--- config.mk ---
export PLATFORM = sky130hd
export DESIGN_NAME = uart_receiver
export DESIGN_NICKNAME = d
export VERILOG_FILES = /design/src/rtl/uart_receiver.sv
export SDC_FILE = /design/constraint.sdc
export NUM_CORES = 1
export LEC_CHECK = 0
export CAP_MARGIN = 0
export CORE_MARGIN = 10
export CORE_UTILIZATION = 54
export DETAILED_ROUTE_END_ITERATION = 8
export PLACE_DENSITY = 0.85
export SLEW_MARGIN = 10
export SYNTH_ARGS = -nofsm -noshare
export SYNTH_HDL_FRONTEND = slang
export SYNTH_SLANG_ARGS = --single-unit
--- constraint.sdc ---
create_clock -name CLK -period 2.2 [get_ports CLK]
set_clock_uncertainty 0.1 [all_clocks]
set_input_delay 0.33 -clock CLK [delete_from_list [all_inputs] [get_ports CLK]]
set_output_delay 0.33 -clock CLK [all_outputs]
set_load 0.05 [all_outputs]
--- src/rtl/uart_receiver.sv ---
// UART receiver: 16x-oversampled frame recovery with parity/framing error flags.
// Define UART_RX_MAJORITY_EN to take each bit as a 2-of-3 vote around its sample point.
module uart_receiver #(
  parameter int unsigned DATA_WIDTH     = 8,
  parameter int unsigned STOP_BIT_TICKS = 16
) (
  input  logic                          CLK,
  input  logic                          RESET_N,
  input  logic                          PARITY_EN,
  input  logic                          PARITY_MODE,
  input  logic                          RX_BR_TICKS,
  input  logic                          RX,
  output logic [DATA_WIDTH-1:0]         RX_DATA_OUT,
  output logic                          RX_DONE,
  output logic                          PARITY_ERR,
  output logic                          FRAME_ERR,
  output logic [2:0]                    State_dpg,
  output logic [$clog2(DATA_WIDTH)-1:0] bit_idx_dpg
);

  localparam int unsigned IdxW = $clog2(DATA_WIDTH);
  localparam int unsigned CntW = (STOP_BIT_TICKS > 16) ? $clog2(STOP_BIT_TICKS) : 4;

  localparam logic [CntW-1:0] StartLast = CntW'(7);
  localparam logic [CntW-1:0] BitLast   = CntW'(15);
  localparam logic [CntW-1:0] StopLast  = CntW'(STOP_BIT_TICKS - 1);
  localparam logic [IdxW-1:0] IdxLast   = IdxW'(DATA_WIDTH - 1);

  typedef enum logic [2:0] {
    StIdle   = 3'b000,
    StStart  = 3'b001,
    StData   = 3'b010,
    StParity = 3'b011,
    StStop   = 3'b100
  } state_e;

  state_e                state_q;
  logic [CntW-1:0]       tick_cnt_q;
  logic [IdxW-1:0]       bit_idx_q;
  logic [DATA_WIDTH-1:0] shift_q;
  logic                  par_en_q;
  logic                  par_mode_q;
  logic                  perr_q;
  logic                  armed_q;
  logic [DATA_WIDTH-1:0] data_q;
  logic                  done_q;
  logic                  perr_out_q;
  logic                  ferr_q;
  logic                  rx_meta_q;
  logic                  rx_s_q;
  logic                  bit_val;

  always_ff @(posedge CLK or negedge RESET_N) begin
    if (!RESET_N) begin
      rx_meta_q <= 1'b1;
      rx_s_q    <= 1'b1;
    end else begin
      rx_meta_q <= RX;
      rx_s_q    <= rx_meta_q;
    end
  end

`ifdef UART_RX_MAJORITY_EN
  logic [1:0]      samp_q;
  logic [CntW-1:0] cur_last;

  always_comb begin
    cur_last = BitLast;
    if (state_q == StStart) begin
      cur_last = StartLast;
    end else if (state_q == StStop) begin
      cur_last = StopLast;
    end
  end

  // Two early samples feed the vote taken on the last tick of each bit window.
  always_ff @(posedge CLK or negedge RESET_N) begin
    if (!RESET_N) begin
      samp_q <= 2'b11;
    end else if (RX_BR_TICKS && state_q != StIdle) begin
      if (tick_cnt_q == cur_last - CntW'(2)) samp_q[0] <= rx_s_q;
      if (tick_cnt_q == cur_last - CntW'(1)) samp_q[1] <= rx_s_q;
    end
  end

  assign bit_val = (samp_q[0] & samp_q[1]) | (samp_q[0] & rx_s_q) | (samp_q[1] & rx_s_q);
`else
  assign bit_val = rx_s_q;
`endif

  always_ff @(posedge CLK or negedge RESET_N) begin
    if (!RESET_N) begin
      state_q    <= StIdle;
      tick_cnt_q <= '0;
      bit_idx_q  <= '0;
      shift_q    <= '0;
      par_en_q   <= 1'b0;
      par_mode_q <= 1'b0;
      perr_q     <= 1'b0;
      armed_q    <= 1'b1;
      data_q     <= '0;
      done_q     <= 1'b0;
      perr_out_q <= 1'b0;
      ferr_q     <= 1'b0;
    end else begin
      done_q <= 1'b0;
      unique case (state_q)
        StIdle: begin
          if (rx_s_q) begin
            armed_q <= 1'b1;
          end else if (armed_q) begin
            state_q    <= StStart;
            tick_cnt_q <= '0;
          end
        end
        StStart: begin
          if (RX_BR_TICKS) begin
            if (tick_cnt_q == StartLast) begin
              tick_cnt_q <= '0;
              if (!bit_val) begin
                state_q    <= StData;
                bit_idx_q  <= '0;
                par_en_q   <= PARITY_EN;
                par_mode_q <= PARITY_MODE;
                perr_q     <= 1'b0;
              end else begin
                state_q <= StIdle;
              end
            end else begin
              tick_cnt_q <= tick_cnt_q + CntW'(1);
            end
          end
        end
        StData: begin
          if (RX_BR_TICKS) begin
            if (tick_cnt_q == BitLast) begin
              tick_cnt_q <= '0;
              shift_q    <= {bit_val, shift_q[DATA_WIDTH-1:1]};
              if (bit_idx_q == IdxLast) begin
                state_q <= par_en_q ? StParity : StStop;
              end else begin
                bit_idx_q <= bit_idx_q + IdxW'(1);
              end
            end else begin
              tick_cnt_q <= tick_cnt_q + CntW'(1);
            end
          end
        end
        StParity: begin
          if (RX_BR_TICKS) begin
            if (tick_cnt_q == BitLast) begin
              tick_cnt_q <= '0;
              perr_q     <= ((^shift_q) ^ bit_val) != par_mode_q;
              state_q    <= StStop;
            end else begin
              tick_cnt_q <= tick_cnt_q + CntW'(1);
            end
          end
        end
        StStop: begin
          if (RX_BR_TICKS) begin
            if (tick_cnt_q == StopLast) begin
              tick_cnt_q <= '0;
              data_q     <= shift_q;
              done_q     <= 1'b1;
              perr_out_q <= perr_q & par_en_q;
              ferr_q     <= ~bit_val;
              // A break must return high before the next start bit is accepted.
              armed_q    <= bit_val;
              state_q    <= StIdle;
            end else begin
              tick_cnt_q <= tick_cnt_q + CntW'(1);
            end
          end
        end
        default: begin
          state_q    <= StIdle;
          tick_cnt_q <= '0;
        end
      endcase
    end
  end

  assign RX_DATA_OUT = data_q;
  assign RX_DONE     = done_q;
  assign PARITY_ERR  = perr_out_q;
  assign FRAME_ERR   = ferr_q;
  assign State_dpg   = state_q;
  assign bit_idx_dpg = bit_idx_q;

endmodule

=== After elaboration in Yosys (flattened, before gate mapping) ===
Index checks and enable logic that the tools add are counted.

* $add $sub $neg: 2
* Multipliers: 0
* Div/mod/pow operators: 0
* Order comparisons: 0
* Eq/ne operators: 23
* Shift operators: 0
* Muxes and demuxes: 41
* Bitwise logic cells: 3
* Reductions and logical operators: 14

{| class="wikitable"
|+ Operators with widths
! kind !! number
|-
| 3-bit 2-to-1 mux || 18
|-
| 2-bit inequality test, second input constant || 14
|-
| 4-bit 2-to-1 mux || 6
|-
| 3-bit case mux with 5 select lines || 1
|-
| 4-bit case mux with 3 select lines || 1
|-
| 4-bit AND reduction || 3
|-
| 1-bit 2-to-1 mux || 11
|-
| 11-bit AND reduction || 1
|-
| 8-bit XOR reduction || 1
|-
| 7-bit AND reduction || 1
|-
| 3-bit by 2-bit == test with 1-bit output, second input constant || 2
|-
| 3-bit == test, second input constant || 2
|-
| 3-bit case mux with 2 select lines || 1
|-
| 3-bit AND reduction || 2
|-
| 6-bit AND reduction || 1
|-
| 2-bit nonzero test || 3
|-
| 4-bit by 1-bit adder with 4-bit output, second input constant || 1
|-
| 4-bit by 3-bit == test with 1-bit output, second input constant || 1
|-
| 4-bit == test, second input constant || 1
|-
| 1-bit case mux with 2 select lines || 2
|-
| 3-bit by 1-bit adder with 3-bit output, second input constant || 1
|-
| 3-bit by 1-bit == test with 1-bit output, second input constant || 1
|-
| 3-bit logical NOT || 1
|-
| 3-bit OR reduction || 1
|-
| other kinds (6) || 6
|}

* Register bits after elaboration: 35
* Bits in latches: 0
* Bits in writable memories: 0
* Bits in read-only memories: 0
* Output and inout bits: 17
* Memories kept: 0

=== Depth between registers and ports, before layout ===
Gate-level depths: netlist of the first run.

* Depth in word-level cells: 6
* Depth in mapped cells: 6
* Gate-level depth less buffers: 6

=== Worst setup path after synthesis of the first run ===
No wires, ideal clock.

* Path kind: flip-flop to flip-flop
* Start: register state_q[1], in the netlist State_dpg[1]
* End: register state_q[0], in the netlist State_dpg[0]
* Library setup time: 125 ps
* Data arrival time: 1737 ps
* Data required time: 1975 ps
* Slack: 238 ps
* Stages on the path, launching flop included: 6
* Cell sequence: dfrtp_1 -> buf_6 -> a211o_1 -> o22a_2 -> o211ai_2 -> mux2_4

* Cells in the longest elaborated chain, start to end: 3
* Elaborated cells on any way between the ends: 18
* Classes of those cells: eq/ne (15); mux (1); reduce/logical (2)

{| class="wikitable"
|+ Ends and longest elaborated chain
! item !! RTL line !! text
|-
| start, declared || 37 || <nowiki>state_e state_q;</nowiki>
|-
| start signal, assigned || 93 || <nowiki>state_q <= StIdle;</nowiki>
|-
| start signal, assigned || 112 || <nowiki>state_q <= StStart;</nowiki>
|-
| start signal, assigned || 121 || <nowiki>state_q <= StData;</nowiki>
|-
| 3-bit by 2-bit == test with 1-bit output (tied with other cells) || 107 || <nowiki>unique case (state_q)</nowiki>
|-
| 2-bit inequality test (no line) || -- ||
|-
| 11-bit AND reduction (no line) || -- ||
|}

Several ways; a longest one is shown, not always the timed one.
A chain may end at the register's enable or synchronous reset.

=== Worst setup path after layout of the first run ===
* Start: register bit_idx_q[0], in the netlist bit_idx_dpg[0]
* End: output port bit_idx_dpg[0]

{| class="wikitable"
|+ RTL lines
! item !! RTL line !! text
|-
| start, declared || 39 || <nowiki>logic [IdxW-1:0] bit_idx_q;</nowiki>
|-
| start signal, assigned || 142 || <nowiki>bit_idx_q <= bit_idx_q + IdxW'(1);</nowiki>
|-
| end, declared || 18 || <nowiki>output logic [$clog2(DATA_WIDTH)-1:0] bit_idx_dpg</nowiki>
|}

No word-level cell between the ends.

==> metrics.yaml, run 1 <==
status:
  status: "finished, final reports clean"
placement:
  place_congestion: 0.856
  port_buffers: 22
  place_area_um2: 1950
  dp.cells: 196
  pre_cts_slack_ns: 0.0681
  dpl.hpwl_um: 2350
worst_setup_path:
  crit_buf_inv: 1
  r2r_end: "par_en_q"
  cp.required_ns: 1.77
  endpoint: "bit_idx_dpg[0]"
  reg2regPathDepth: 4
  crit_cells: 1
  slowest_stage: "clkdlybuf4s50_1"
  start_kind: "flop"
  r2r_setup_slack_ns: 0.28
  critPathMaxFanout: 3
  max_stage_delay_ns: 0.84
  path_class: "reg2out"
  arrival_ns: 1.56
  end_kind: "primary output"
  path_delay_family: "buffers and inverters"
  cp_cell_sequence: "clkdlybuf4s50_1"
  r2r_start: "State_dpg[2]"
  critPathLaunch: "bit_idx_dpg[0]"
final_layout:
  syn_to_final_growth_pct: 17.7
  finalInstanceArea_um2: 2030
  final_nets: 168
  finalCoreUtilization: 0.664
  final_layout_size_suffix_gt1_frac: 0.275
  fillers: 252
  insertedDiodeCount: 0
  final_cells: 204
timing:
  drv_slew: 0
  hold_violations: 0
  finalSetupTns_ns: 0
  max_slew.worst_pin.slew_ns: 0.524
  final-setup-viol-count: 0
  period_minus_slack_ns: 1.99
  max_freq_mhz: 503
  period_share: 0.903
  rsz0062_at_grt: "no"
  fin_ws_ns: 0.214
  whs_ns: 0.270
  slew_headroom: 0.649
global_route:
  grt.overflow.total: 0
  grt_pass1_wl_um: 5600
  grt_max_degree: 36
  antenna_found_initial: 0
  grtUsageTotal: 0.116
  first_global_vias: 1193
route:
  postRouteAntennaNets: 0
  dr.pass1.iters: 4
  post_drt_via_cell_ratio: 5.53
  drt_iter0_markers: 70
  vias: 1128
  wl_per_cell_um: 15.5
  wl_um: 3170
  post-route-drc-count: 0
cts:
  postCtsSetupBuffers: 0
  cts_made_buffers: 5
  cts_tree: "built"
  clock-sinks: 35
  clk_pin_slew_ns: 0.09
  htree_levels: 2
  cts_resized: 0
  clkLatencyLatePin_ns: 0.34
  cts_root_buf: "clkbuf_4"
  cts-hold-fix-buffers: 0
  cts_buffer_depth: 2
pwr:
  power_mw: 1.60
  cellLeakagePower_nw: 0.952
  pwr-share-seq: 0.482
  p_sw_mw: 0.489
  power_density_nw_per_um2: 788
  p_int_mw: 1.11
  clkPwrFrac: 0.277
  ir_drop_mv: 0.506
  swShare: 0.307
  comb_power_share: 0.241
floorplanning:
  coreArea_um2: 3050
  io_pins: 23
  dieArea_um2: 5850
  fp-row-count: 20
  start_util: 0.564
  dieWidth_um: 76.5
  die_h_um: 76.5
yosys:
  synth-edff-count: 0
  syn_nets: 143
  yosys_warnings: 0
  syn_inst: 134
  synth_ff_type: "dfrtp_1"
  yosysUniqueCellTypes: 45
  syn_avg_cell_area_um2: 12.8
  synth_area_um2: 1720
  async_reset_ff_frac: 1.00
  ys_seq_area_frac: 0.511
  ys_seq_elements: 35
job:
  cap_violations: 0
worst_hold_path:
  hp-start: "rx_meta_q"
  hp-class: "reg2reg"
logic make-up after synthesis:
logic type      after synthesis  share of synthesized area
mux                          23                      0.151
fa+ha+maj                     3                     0.0218
buf+inv                       9                     0.0356
flops                        35                      0.511
compound gates               22                     0.0981
xor+xnor                      9                     0.0581
simple gates                 33                      0.124
synth_stat cells, drive strengths merged, types with 2 or more instances:
master / number / area, um^2
xor2: 2 / 25.0
buf: 5 / 46.3
nand3: 2 / 15.0
xnor2: 6 / 52.6
mux2i: 2 / 20.0
inv: 4 / 15.0
nor2: 2 / 15.0
and3: 2 / 12.5
dfrtp: 32 / 801
nor3b: 3 / 27.5
o21ai: 6 / 30.0
a22o: 3 / 26.3
o31ai: 3 / 22.5
nand2b: 2 / 12.5
mux2: 21 / 240
nor3: 4 / 31.3
a21oi: 3 / 18.8
dfstp: 3 / 78.8
ha: 3 / 37.5
nand2: 8 / 30.0
nor2b: 3 / 18.8
layer usage:
layer,share of wire,routed length (um),vias to the layer above,GRT usage
met2,0.52,1630,29,0.201
met3,0.070,223,5,0.0472
li1,-,-,533,-
met1,0.40,1260,561,0.125
met4,0.015,46,0,0.0390
met5,0,0,-,0
layout make-up:
class                           instances  area [um^2]  area share
Tap cell                               44         55.1      0.0272
Multi-Input combinational cell         90          781       0.385
Clock buffer                            7         45.0      0.0222
Inverter                                4         15.0     0.00741
Sequential cell                        35          880       0.434
Clock inverter                          1         30.0      0.0148
Timing Repair Buffer                   23          220       0.109
power groups by stage:
stage	combinational (mW)	sequential, mW	clock [mW]
finish	0.385	0.769	0.443
global route	0.423	0.782	0.492
CTS	0.389	0.768	0.457
detailed placement	0.387	0.782	0
global placement	0.372	0.775	0
floorplan	0.300	0.778	0
placed cells by master (no fill, tap or decap), types with 2 or more instances in the layout:
cell type,Yosys,final
xnor2_1,6,6
clkbuf_4,0,5
ha_1,3,3
o31ai_1,3,3
nor3_1,3,3
dfstp_2,3,3
and3_1,2,2
a21oi_1,2,2
nor3b_1,2,2
nand2_1,8,8
clkdlybuf4s50_1,0,19
mux2i_1,2,2
clkbuf_1,0,2
mux2_2,20,20
nand2b_1,2,2
inv_1,4,4
dfrtp_1,32,32
nor2b_1,3,3
a22o_1,3,3
o21ai_0,6,6
buf_4,1,4
worst min-delay path by stage:
stage               slack, ns  cells past startpoint   endpoint
global route             0.28                      0    bit_val
global placement         0.25                      0    bit_val
finish                   0.27                      0    bit_val
floorplan               -0.07                      0  FRAME_ERR
detailed placement       0.26                      0    bit_val
CTS                      0.27                      0    bit_val
registers in the layout (all words and copies together) (netlist names), 3 cells and up:
signal	count
shift_q	8
tick_cnt_q	4
State_dpg	3
RX_DATA_OUT	8
bit_idx_dpg	3
worst reg2reg max path: stages, from the launching register on:
cell	delay (ns)
dfrtp_1	0.56
nand2b_1	0.29
nor3_1	0.26
and2_1	0.24
mux2_2	0.35
Power figures use the tool's default switching activity.
==> run 2, diff against run 1 <==
CORE_MARGIN = 3   (was 10)
==> run 2 against run 1 <==
Wire length down 5.2%; via count down 0.80%; sequential share of layout area increased by 0.43 points; global-route usage is 6.0 points higher; clock-buffer cell count decreased by 2; final area fell by 0.99%; maximum frequency grew 0.30%; total power is 6.0% lower; critical path type unchanged; hold slack got worse by 0.0051 ns; highest routed layer unchanged; final cell count decreased by 0.98%; non-clock buffer count is the same.
==> metrics.yaml, run 2 (synthesis gave the netlist of run 1 again) <==
timing:
  finalSetupTns_ns: 0
  max_slew.worst_pin.slew_ns: 0.502
  fin_ws_ns: 0.220
  final-setup-viol-count: 0
  rsz0062_at_grt: "no"
  whs_ns: 0.265
  max_freq_mhz: 505
  period_minus_slack_ns: 1.98
  hold_violations: 0
  drv_slew: 0
  period_share: 0.900
  slew_headroom: 0.664
cts:
  cts_root_buf: "clkbuf_4"
  postCtsSetupBuffers: 0
  htree_levels: 2
  cts-hold-fix-buffers: 0
  clk_pin_slew_ns: 0.09
  cts_buffer_depth: 2
  clock-sinks: 35
  cts_resized: 0
  cts_made_buffers: 5
  cts_tree: "built"
  clkLatencyLatePin_ns: 0.35
placement:
  port_buffers: 22
  place_congestion: 0.821
  pre_cts_slack_ns: 0.0691
  dpl.hpwl_um: 2160
  dp.cells: 194
  place_area_um2: 1950
floorplanning:
  start_util: 0.594
  fp-row-count: 19
  coreArea_um2: 2900
  die_h_um: 62.5
  dieArea_um2: 3900
  io_pins: 23
  dieWidth_um: 62.5
route:
  post_drt_via_cell_ratio: 5.54
  post-route-drc-count: 0
  wl_um: 3000
  drt_iter0_markers: 84
  postRouteAntennaNets: 0
  wl_per_cell_um: 14.9
  vias: 1119
  dr.pass1.iters: 4
global_route:
  use_met1: 0.230
  grt_max_degree: 36
  grt.overflow.total: 0
  first_global_vias: 1177
  grt_pass1_wl_um: 5400
  use_met3: 0.0558
  antenna_found_initial: 0
  grt_util_met2: 0.264
  grtUsageTotal: 0.176
  busiest_layer: "met2"
worst_setup_path:
  max_stage_delay_ns: 0.82
  reg2regPathDepth: 4
  r2r_end: "bit_idx_dpg[0]"
  start_kind: "flop"
  r2r_setup_slack_ns: 0.26
  critPathMaxFanout: 3
  slowest_stage: "clkdlybuf4s50_1"
  r2r_start: "State_dpg[1]"
  arrival_ns: 1.55
  crit_buf_inv: 1
  end_kind: "primary output"
  cp_cell_sequence: "clkdlybuf4s50_1"
  cp.required_ns: 1.77
  path_delay_family: "buffers and inverters"
  path_class: "reg2out"
final_layout:
  multiInputGateArea_um2: 781
  final_cell_mix: "32 x dfrtp_1, 20 x mux2_2, 19 x clkdlybuf4s50_1"
  final_common_cell: "dfrtp_1"
  final_nets: 168
  syn_to_final_growth_pct: 16.5
  finalInstanceArea_um2: 2010
  final_layout_size_suffix_gt1_frac: 0.288
  seq_area_um2: 880
  final_cells: 202
  fillers: 219
  insertedDiodeCount: 0
  finalCoreUtilization: 0.692
pwr:
  ir_drop_mv: 0.398
  power_mw: 1.50
  cellLeakagePower_nw: 0.940
  power_density_nw_per_um2: 748
status:
  status: "finished, final reports clean"
worst_hold_path:
  hp-class: "reg2reg"
  holdPathEnd: "bit_val"
  hp-start: "rx_meta_q"
  min_path_cells: 0
job:
  cap_violations: 0
## run 2: layout make-up
cell class / count / share of cell area
clock inverter: 3 / 0.00998
timing repair buffer: 23 / 0.110
inverter: 4 / 0.00749
tap: 42 / 0.0262
multi-input combinational: 90 / 0.389
clock buffer: 5 / 0.0187
sequential: 35 / 0.439
## run 2: layer usage
metal | share of wire | vias to the layer above
met3 | 0.048 | 5
met2 | 0.47 | 23
li1 | - | 532
met1 | 0.46 | 559
met4 | 0.017 | 0
met5 | 0 | -
## run 2: report_power, final
group	internal [mW]	switching, mW	total [mW]
sequential	0.690	0.0784	0.769
clock	0.122	0.220	0.341
combinational	0.175	0.215	0.390
## run 2: worst max path at each step
stage	startpoint	endpoint	slack, ns	cells past startpoint
2_1_floorplan	State_dpg[1]	State_dpg[0]	0.24	5
3_3_place_gp	RX_BR_TICKS	shift_q[6]	0.11	4
3_5_place_dp	RX_BR_TICKS	shift_q[4]	0.07	4
4_1_cts	bit_idx_dpg[0]	bit_idx_dpg[0]	0.19	1
5_1_grt	State_dpg[2]	par_en_q	0.11	4
6_report	bit_idx_dpg[0]	bit_idx_dpg[0]	0.22	1
==> run 3, diff against run 2 <==
CAP_MARGIN = unset   (was 0)
SLEW_MARGIN = 15   (was 10)
==> results of run 3 <==
Same layout as run 2: the final DEF is identical, and so are final timing and power.
